File: config.mk
export PLATFORM = sky130hd
export DESIGN_NAME = instr_fetch_stage
export DESIGN_NICKNAME = d
export VERILOG_FILES = /design/src/rtl/instr_fetch_stage.sv
export SDC_FILE = /design/constraint.sdc
export NUM_CORES = 1
export LEC_CHECK = 0
export CORE_MARGIN = 2
export CORE_UTILIZATION = 46
export CTS_CLUSTER_SIZE = 24
export DETAILED_ROUTE_END_ITERATION = 10
export GPL_ROUTABILITY_DRIVEN = 0
export PLACE_DENSITY = 0.75
export SKIP_LAST_GASP = 1
export SYNTH_ARGS = -nofsm -noshare
export SYNTH_HDL_FRONTEND = slang
export SYNTH_SLANG_ARGS = --single-unit
File: constraint.sdc
create_clock -name clk -period 2.35 [get_ports clk]
set_clock_uncertainty 0.15 [all_clocks]
set_input_delay 0.3525 -clock clk [delete_from_list [all_inputs] [get_ports clk]]
set_output_delay 0.3525 -clock clk [all_outputs]
set_load 0.05 [all_outputs]
File: src/rtl/instr_fetch_stage.sv
// Instruction-fetch stage: owns the PC, drives the MainMemory read port and
// buffers fetched {pc, instruction} pairs in a 2-entry queue toward decode.
// Redirect flushes the queue and reloads the PC; halt stops new fetches
// while the queue keeps draining.
module instr_fetch_stage #(
   parameter int unsigned       ADDR_W   = 17,
   parameter int unsigned       DATA_W   = 32,
   parameter logic [ADDR_W-1:0] RESET_PC = '0
) (
   input  logic              clk,
   input  logic              rst_n,
   output logic              memread,
   output logic [ADDR_W-1:0] address,
   input  logic [DATA_W-1:0] data_out,
   output logic              id_valid,
   input  logic              id_ready,
   output logic [DATA_W-1:0] id_instr,
   output logic [ADDR_W-1:0] id_pc,
   input  logic              redirect_valid,
   input  logic [ADDR_W-1:0] redirect_pc,
   input  logic              halt,
   output logic              misalign_err,
   output logic [31:0]       fetch_count
);

   logic [ADDR_W-1:0] pc;
   logic [ADDR_W-1:0] q_pc    [2];
   logic [DATA_W-1:0] q_instr [2];
   logic              rd_ptr;
   logic              wr_ptr;
   logic [1:0]        count;
   logic              pop;
   logic              fetch_en;

   // Handshake, fetch enable and queue-head presentation.
   always_comb begin
      id_valid = (count != 2'd0);
      pop      = id_valid & id_ready;
      // Held in reset, no fetch is issued even though the queue is empty.
      fetch_en = rst_n & !halt & !redirect_valid & ((count < 2'd2) | pop);
      memread  = fetch_en;
      address  = fetch_en ? pc : '0;
      id_instr = id_valid ? q_instr[rd_ptr] : '0;
      id_pc    = id_valid ? q_pc[rd_ptr]    : '0;
   end

   // PC, queue storage/pointers, misalign pulse and fetch counter.
   always_ff @(posedge clk or negedge rst_n) begin
      if (!rst_n) begin
         pc           <= RESET_PC;
         q_pc[0]      <= '0;
         q_pc[1]      <= '0;
         q_instr[0]   <= '0;
         q_instr[1]   <= '0;
         rd_ptr       <= 1'b0;
         wr_ptr       <= 1'b0;
         count        <= 2'd0;
         misalign_err <= 1'b0;
         fetch_count  <= '0;
      end else begin
         misalign_err <= redirect_valid & (|redirect_pc[1:0]);
         if (redirect_valid) begin
            pc     <= {redirect_pc[ADDR_W-1:2], 2'b00};
            rd_ptr <= 1'b0;
            wr_ptr <= 1'b0;
            count  <= 2'd0;
         end else begin
            if (fetch_en) begin
               q_pc[wr_ptr]    <= pc;
               q_instr[wr_ptr] <= data_out;
               wr_ptr          <= ~wr_ptr;
               pc              <= pc + ADDR_W'(4);
               if (fetch_count != '1)
                  fetch_count <= fetch_count + 32'd1;
            end
            if (pop)
               rd_ptr <= ~rd_ptr;
            case ({fetch_en, pop})
               2'b10:   count <= count + 2'd1;
               2'b01:   count <= count - 2'd1;
               default: count <= count;
            endcase
         end
      end
   end

endmodule

==> results of run 1 <==
==> worst reg2reg max path, cell delays in order (launching register included) <==
cell and delay, ps:
dfrtp_1 480, nand4_2 290, nor4_4 460, nand3_1 340
nand4_1 230, xnor2_1 140
==> power groups by stage <==
| stage | clock network [mW] | registers [mW] | logic, mW |
|---|---|---|---|
| global placement | 0 | 3.34 | 1.77 |
| CTS | 3.05 | 3.34 | 1.84 |
| floorplan | 0 | 3.41 | 1.00 |
| detailed placement | 0 | 3.38 | 1.83 |
| finish | 3.00 | 3.34 | 1.82 |
| global route | 3.16 | 3.41 | 1.95 |
==> final timing paths <==
kind | start | endpoint | slack [ps]
min in group asynchronous | rst_n | misalign_err | 450
max in group asynchronous | rst_n | q_instr[15] | 470
worst min-delay path | q_pc[15] | q_pc[15] | 340
worst min register to register | q_pc[15] | q_pc[15] | 340
worst max register to register | fetch_count[21] | fetch_count[29] | 180
worst max-delay path | fetch_count[25] | fetch_count[25] | 90
==> layer usage <==
layer / vias to the layer above / track usage / routed length [um]
met3: 33 / 0.0515 / 879
li1: 2355 / - / -
met4: 0 / 0.0918 / 386
met5: - / 0 / 0
met2: 158 / 0.347 / 8160
met1: 2512 / 0.277 / 7250
==> Yosys cell counts (4+ instances only) <==
library cell | number | area (sq um)
nor4_1 | 4 | 25.0
mux2_2 | 92 | 1040
inv_1 | 5 | 18.8
buf_4 | 8 | 60.1
xnor2_1 | 30 | 263
nand3_1 | 16 | 80.1
nand2_1 | 29 | 109
buf_2 | 10 | 50.1
dfrtp_1 | 146 | 3650
xor2_1 | 15 | 131
mux2i_1 | 48 | 480
and3_1 | 22 | 138
nand4_1 | 15 | 93.8
a21oi_1 | 4 | 20.0
nor3_1 | 5 | 25.0
nor2_1 | 63 | 236
and4_1 | 6 | 52.6
clkbuf_1 | 13 | 48.8
o21ai_0 | 19 | 95.1
==> final cells by class <==
type	instances	area, sq um
fillers	1022	4640
flip-flops and latches	146	3650
multi-input cells	401	3090
repair buffers	173	2340
clock buffers	23	488
well taps	184	230
clock inverters	9	175
inverters	6	22.5
==> cells in the final DEF, fill, tap and decap left out, drive strengths merged, types with 4 or more instances in the layout <==
master,instances
dfrtp,146
mux2,93
buf,87
clkdlybuf4s50,85
nor2,63
mux2i,48
nand2,31
xnor2,30
clkbuf,23
and3,22
o21ai,19
nand3,16
nand4,16
xor2,15
and4,6
inv,6
nor3,6
nor4,6
bufinv,5
a21oi,4
conb,4
==> per-stage QoR <==
step                hold slack (ps)  total power, mW  setup WS (ps)
floorplan                     -93.1             4.42            138
global placement                314             5.11           55.2
detailed placement              324             5.21          -4.19
CTS                             327             8.24           63.2
global route                    369             8.52           16.6
finish                          341             8.16           86.4
==> cell families (layout without fill, tap and decap cells) <==
logic type | after synthesis | count (layout) | share of synthesized area
compound gates | 30 | 30 | 0.0250
mux | 141 | 141 | 0.220
buf+inv | 43 | 211 | 0.0326
xor+xnor | 45 | 45 | 0.0567
flops | 146 | 146 | 0.526
fa+ha+maj | 2 | 2 | 0.00360
other cells | 1 | 4 | 0.000540
simple gates | 179 | 179 | 0.136
==> state kept, by name, summed over array words and instances (netlist names) <==
register and count:
pc 15, wr_ptr 1, rd_ptr 1, fetch_count 32
q_instr 64, misalign_err 1, q_pc 30, count 2
==> impl_metrics.py, run 1 <==
metrics = {
    "run_status": {
        "status": "finished, final reports clean",
    },
    "timing": {
        "tightest_slew_ps": 651,
        "period_minus_slack_ps": 2260,
        "slew_headroom": 0.566,
        "period_share": 0.963,
        "tns_ps": 0,
        "slew_violations": 0,
        "finalHoldViolCount": 0,
        "setup_viol": 0,
        "max_freq_ghz": 0.442,
        "rsz0062_at_grt": "no",
    },
    "route": {
        "drc": 0,
        "drtAntennaViolNets": 0,
        "dr.pass1.iters": 4,
        "wl_per_cell_um": 17.7,
        "drt_iter0_markers": 280,
        "routed_wl_um": 16700,
        "vias": 5058,
        "viasPerCell": 5.37,
    },
    "clock_tree": {
        "clk_latency_ps": 420,
        "cts_buffers": 17,
        "cts_buffer_depth": 2,
        "cts.hold.buffers_added": 1,
        "root_buffer": "clkbuf_16",
        "post_cts_buffers": 0,
        "cts_tree": "done",
        "htree_levels": 4,
        "cts.sinks": 146,
        "ctsResizeCount": 0,
        "clk_pin_slew_worst_paths_ps": 60,
    },
    "critical_path": {
        "r2r_cells": 5,
        "cp.depth": 1,
        "slowest_delay_ps": 860,
        "crit_arrival_ps": 1760,
        "critical_path_peak_fanout": 7,
        "cp_slowest_cell": "clkdlybuf4s50_1",
        "cp_top_family": "buffers and inverters",
        "cp-start-kind": "register",
        "worst-path-buf-inv": 1,
        "cp.required_ps": 1850,
        "path_class": "reg2out",
        "critical_path.cell_chain": "clkdlybuf4s50_1",
        "endpoint_kind": "output pin",
    },
    "synth": {
        "avgSynthCellArea_sq_um": 11.8,
        "syn_area_sq_um": 6950,
        "yosysUniqueCellTypes": 43,
        "ys.warnings.count": 0,
        "ys_seq_area_frac": 0.526,
        "ys.flop_type": "dfrtp_1",
        "synthCells": 587,
        "synth_edf_count": 0,
        "ys_seq_elements": 146,
        "synthArstFlopShare": 1.00,
    },
    "place": {
        "hpwl_um": 11700,
        "placed_cells": 909,
        "io_buffers": 150,
        "place_area_sq_um": 9330,
    },
    "cells_and_area": {
        "layout.cells.non_filler": 942,
        "layout-drive-gt1-share": 0.294,
        "fin_util": 0.683,
        "n_antenna_cell": 0,
        "final_area_sq_um": 10000,
        "nNetsFinal": 801,
        "areaGrowthSynthToFinish_pct": 44.1,
    },
    "die": {
        "rows": 44,
        "ios": 155,
        "die_h_um": 127,
        "initial_utilization": 0.474,
        "dieWidth_um": 127,
        "dieArea_sq_um": 16100,
        "core_area_sq_um": 14600,
    },
    "grt": {
        "grt_usage": 0.214,
        "grt_pass1_wl_um": 27100,
        "grt_pass1_vias": 5302,
        "grt_overflow": 0,
        "grt_max_degree": 52,
        "antenna_found_initial": 0,
    },
    "pwr": {
        "p_comb_frac": 0.223,
        "p_leak_nw": 4.31,
        "swShare": 0.275,
        "p_int_mw": 5.92,
        "power_density_nw_per_um2": 815,
        "power_frac_seq": 0.410,
        "p_switching_mw": 2.24,
        "max-vdd-ir-drop_mv": 0.791,
        "pwr-share-clk": 0.368,
    },
    "run": {
        "cap_violations": 0,
    },
    "worst_hold_path": {
        "hold_path_class": "reg2reg",
        "worstHoldPathCells": 2,
    },
}
(Power assumes the default switching activity.)
==> inputs of run 2 (changes only) <==
--- a/config.mk
+++ b/config.mk
@@ -11,6 +11,7 @@
 export DETAILED_ROUTE_END_ITERATION = 10
 export GPL_ROUTABILITY_DRIVEN = 0
 export PLACE_DENSITY = 0.75
+export REMOVE_ABC_BUFFERS = 1
 export SKIP_LAST_GASP = 1
 export SYNTH_ARGS = -nofsm -noshare
 export SYNTH_HDL_FRONTEND = slang
==> impl_metrics.py, run 2 (synthesis results as in run 1) <==
metrics = {
    "run_status": {
        "status": "finished, final reports clean",
    },
    "clock_tree": {
        "cts_tree": "done",
        "root_buffer": "clkbuf_16",
        "ctsResizeCount": 0,
        "clk_pin_slew_worst_paths_ps": 60,
        "clk_latency_ps": 410,
        "cts.sinks": 146,
        "htree_levels": 4,
        "cts_buffer_depth": 2,
        "cts_buffers": 17,
    },
    "route": {
        "routed_wl_um": 16500,
        "vias": 5069,
        "wl_per_cell_um": 17.5,
        "drtAntennaViolNets": 0,
        "dr.pass1.iters": 4,
        "viasPerCell": 5.36,
        "drt_iter0_markers": 274,
        "drc": 0,
    },
    "place": {
        "placed_cells": 911,
        "io_buffers": 150,
        "hpwl_um": 11300,
        "dp_slack_ps": -28.3,
        "place_area_sq_um": 9240,
    },
    "grt": {
        "grt_pass1_wl_um": 27000,
        "grt_pass1_vias": 5229,
        "antenna_found_initial": 0,
        "grt_overflow": 0,
        "grt_max_degree": 136,
        "grt_usage": 0.213,
    },
    "worst_hold_path": {
        "hold_path_class": "in2async",
    },
    "pwr": {
        "p_comb_frac": 0.235,
        "pwr-share-clk": 0.325,
        "max-vdd-ir-drop_mv": 0.627,
        "p_int_mw": 5.41,
        "swShare": 0.286,
        "power_frac_seq": 0.441,
        "power_density_nw_per_um2": 774,
        "p_leak_nw": 4.25,
        "p_switching_mw": 2.17,
        "finalPower_mw": 7.58,
    },
    "timing": {
        "tightest_slew_ps": 709,
        "slew_violations": 0,
        "tns_ps": 0,
        "setup_slack_ps": 85.7,
        "period_minus_slack_ps": 2260,
        "setup_viol": 0,
        "period_share": 0.964,
        "finalHoldViolCount": 0,
        "whs_ps": 301,
        "rsz0062_at_grt": "no",
        "slew_headroom": 0.527,
        "max_freq_ghz": 0.442,
    },
    "run": {
        "cap_violations": 0,
    },
    "die": {
        "initial_utilization": 0.474,
        "die_h_um": 127,
        "dieWidth_um": 127,
        "rows": 44,
        "core_area_sq_um": 14600,
        "ios": 155,
        "dieArea_sq_um": 16100,
    },
    "critical_path": {
        "cp.required_ps": 1850,
        "crit_arrival_ps": 1760,
        "cp-start-kind": "input port",
        "critical_path_peak_fanout": 13,
        "endpoint_kind": "output pin",
        "path_class": "in2out",
    },
    "cells_and_area": {
        "final_area_sq_um": 9800,
        "layout.cells.non_filler": 946,
        "layout_commonest_cell": "dfrtp_1",
        "top_register": "q_instr",
        "nNetsFinal": 805,
        "n_fill_cell": 1087,
        "layout-drive-gt1-share": 0.289,
        "multi_input_area_sq_um": 3090,
        "regArea_sq_um": 3650,
        "largest_reg_flops": 64,
        "top_regs": "q_instr: 64 flops, fetch_count: 32 flops, q_pc: 30 flops",
        "n_antenna_cell": 0,
        "areaGrowthSynthToFinish_pct": 41.1,
        "fin_util": 0.669,
        "final_cell_mix": "dfrtp_1, mux2_2, clkdlybuf4s50_1, nor2_1, buf_12",
    },
}
run 2: cell types whose count changed in the layout (fill, tap and decap cells not counted):
| cell | previous run | this run |
|---|---|---|
| bufinv_16 | 5 | 1 |
| clkbuf_8 | 4 | 2 |
| clkinv_2 | 2 | 3 |
| clkinvlp_4 | 2 | 1 |
| buf_12 | 66 | 57 |
| clkbuf_1 | 2 | 8 |
| dlygate4sd3_1 | 1 | 2 |
| buf_4 | 20 | 32 |
run 2: cell type report:
type / count / area share
tap: 184 / 0.0235
clock buffer: 27 / 0.0493
timing repair buffer: 177 / 0.231
multi-input combinational: 401 / 0.316
sequential: 146 / 0.373
clock inverter: 5 / 0.00536
inverter: 6 / 0.00230
run 2: worst max-delay path, cell delays in order:
cell             delay [ps]
clkdlybuf4s50_1         480
nor3b_4                 270
buf_4                   250
and3_1                  260
buf_12                  160
run 2: worst paths after layout:
check	start	to	slack (ps)	cells past startpoint
worst min-delay path	rst_n	fetch_count[15]	300	2
max in group asynchronous	rst_n	q_instr[37]	990	3
min in group clk	q_pc[10]	q_pc[10]	340	2
worst max-delay path	redirect_valid	address[7]	90	5
worst max register to register	fetch_count[0]	fetch_count[12]	230	6
worst min register to register	q_pc[10]	q_pc[10]	340	2
run 2: what timing repair did:
action,in CTS,in global routing
setup endpoints to repair,0,7
setup buffers,0,1
endpoints found under the hold margin,11,0
hold buffers,2,0
run 2: metal layers:
layer,share of wire,vias to the layer above,routed length (um),global-route usage
met5,0,-,0,0
met4,0.017,0,288,0.0763
met3,0.067,25,1110,0.0628
met2,0.47,154,7840,0.340
met1,0.44,2515,7310,0.278
li1,-,2375,-,-
run 2: power by group through the flow:
stage,Sequential (mW),Combinational [mW],Clock (mW)
after floorplan,3.43,0.962,0
final,3.34,1.78,2.46
after global placement,3.33,1.73,0
after global routing,3.40,1.91,2.63
after detailed placement,3.37,1.78,0
after CTS,3.34,1.80,2.51
==> inputs of run 3 (changes only) <==
--- a/config.mk
+++ b/config.mk
@@ -5,6 +5,7 @@
 export SDC_FILE = /design/constraint.sdc
 export NUM_CORES = 1
 export LEC_CHECK = 0
+export ABC_CLOCK_PERIOD_IN_PS = 2350
 export CORE_MARGIN = 2
 export CORE_UTILIZATION = 46
 export CTS_CLUSTER_SIZE = 24
@@ -12,6 +13,7 @@
 export GPL_ROUTABILITY_DRIVEN = 0
 export PLACE_DENSITY = 0.75
 export REMOVE_ABC_BUFFERS = 1
+export SKIP_CTS_REPAIR_TIMING = 1
 export SKIP_LAST_GASP = 1
 export SYNTH_ARGS = -nofsm -noshare
 export SYNTH_HDL_FRONTEND = slang
==> impl_metrics.py, run 3 (synthesis results as in run 1) <==
metrics = {
    "run_status": {
        "status": "finished with violations",
        "violations": "hold timing",
    },
    "timing": {
        "slew_headroom": 0.500,
        "whs_ps": -135,
        "period_minus_slack_ps": 2260,
        "period_share": 0.962,
        "max_freq_ghz": 0.442,
        "tns_ps": 0,
        "finalHoldViolCount": 88,
        "tightest_slew_ps": 750,
        "rsz0062_at_grt": "no",
        "slew_violations": 0,
        "setup_viol": 0,
    },
    "cells_and_area": {
        "areaGrowthSynthToFinish_pct": 40.9,
        "n_antenna_cell": 0,
        "top_register": "q_instr",
        "final_area_sq_um": 9790,
        "layout_commonest_cell": "dfrtp_1",
        "layout-drive-gt1-share": 0.289,
        "final_cell_mix": "dfrtp_1, mux2_2, clkdlybuf4s50_1, nor2_1, buf_12",
        "largest_reg_flops": 64,
        "nNetsFinal": 804,
        "top_regs": "q_instr: 64 flops, fetch_count: 32 flops, q_pc: 30 flops",
    },
    "die": {
        "die_h_um": 127,
        "dieArea_sq_um": 16100,
        "rows": 44,
        "initial_utilization": 0.474,
        "ios": 155,
        "dieWidth_um": 127,
        "core_area_sq_um": 14600,
    },
    "run": {
        "cap_violations": 0,
    },
    "pwr": {
        "p_leak_nw": 4.24,
        "power_density_nw_per_um2": 774,
        "max-vdd-ir-drop_mv": 0.627,
        "finalPower_mw": 7.58,
    },
    "clock_tree": {
        "clk_pin_slew_worst_paths_ps": 60,
        "cts_tree": "done",
        "cts_buffer_depth": 2,
        "htree_levels": 4,
        "clk_latency_ps": 410,
        "cts_buffers": 17,
        "root_buffer": "clkbuf_16",
        "cts.sinks": 146,
    },
    "route": {
        "routed_wl_um": 16500,
        "wl_per_cell_um": 17.5,
        "vias": 5033,
        "drt_iter0_markers": 274,
        "drc": 0,
        "viasPerCell": 5.33,
        "dr.pass1.iters": 4,
        "drtAntennaViolNets": 0,
    },
    "place": {
        "io_buffers": 150,
        "place_area_sq_um": 9240,
        "hpwl_um": 11300,
    },
    "grt": {
        "grt_usage": 0.213,
        "grt_pass1_vias": 5233,
        "grt_overflow": 0,
        "grt_pass1_wl_um": 26900,
        "antenna_found_initial": 0,
        "grt_max_degree": 136,
    },
    "critical_path": {
        "endpoint_kind": "output pin",
        "cp_slowest_cell": "clkdlybuf4s50_1",
        "slowest_delay_ps": 480,
        "crit_arrival_ps": 1760,
        "critical_path_peak_fanout": 13,
        "cp.required_ps": 1850,
        "path_class": "in2out",
        "worst-path-buf-inv": 3,
        "cp_top_family": "buffers and inverters",
        "cp-start-kind": "input port",
        "critical_path.cell_chain": "clkdlybuf4s50_1 > nor3b_4 > buf_4 > and3_1 > buf_12",
    },
    "worst_hold_path": {
        "hold_path_class": "in2async",
    },
}
-- run 3: power by group --
group / switching [mW] / internal, mW / leakage [nW] / total (mW)
registers: 0.324 / 3.01 / 1.85 / 3.34
logic: 0.891 / 0.886 / 2.14 / 1.78
clock network: 0.957 / 1.51 / 0.259 / 2.46
total: 2.17 / 5.41 / 4.24 / 7.58
-- run 3: final timing paths --
kind	end	cells past startpoint	from	slack [ps]
min in group clk	q_pc[10]	2	q_pc[10]	340
min	q_pc[9]	2	rst_n	-130
min reg2reg	q_pc[10]	2	q_pc[10]	340
max in group asynchronous	fetch_count[18]	2	rst_n	1380
max	address[7]	5	redirect_valid	90
max reg2reg	fetch_count[12]	6	fetch_count[0]	220
-- run 3: worst register-to-register path, stage by stage, from the launching register on --
cell     delay, ps
dfrtp_1        430
ha_1           230
and3_1         320
and3_1         300
a21bo_2        280
nor3_2         170
xor2_1         160
-- run 3: layout make-up --
class	count	area (sq um)
multi-input cells	401	3090
repair buffers	176	2250
fillers	1087	4850
clock buffers	27	483
clock inverters	5	52.6
inverters	6	22.5
well taps	184	230
flip-flops and latches	146	3650
-- run 3: per-layer routing --
layer	track usage	vias up	part of all wire
li1	-	2368	-
met1	0.276	2492	0.44
met2	0.342	148	0.47
met3	0.0628	25	0.069
met4	0.0763	0	0.017
met5	0	-	0
-- run 3: through the flow --
step	utilization	setup WS [ps]	instances
after floorplan	-	-1220	553
after global placement	0.631	16.5	911
after detailed placement	0.631	-28.3	911
after CTS	0.667	28.7	943
after global routing	0.668	36.5	945
final	0.668	88.9	945
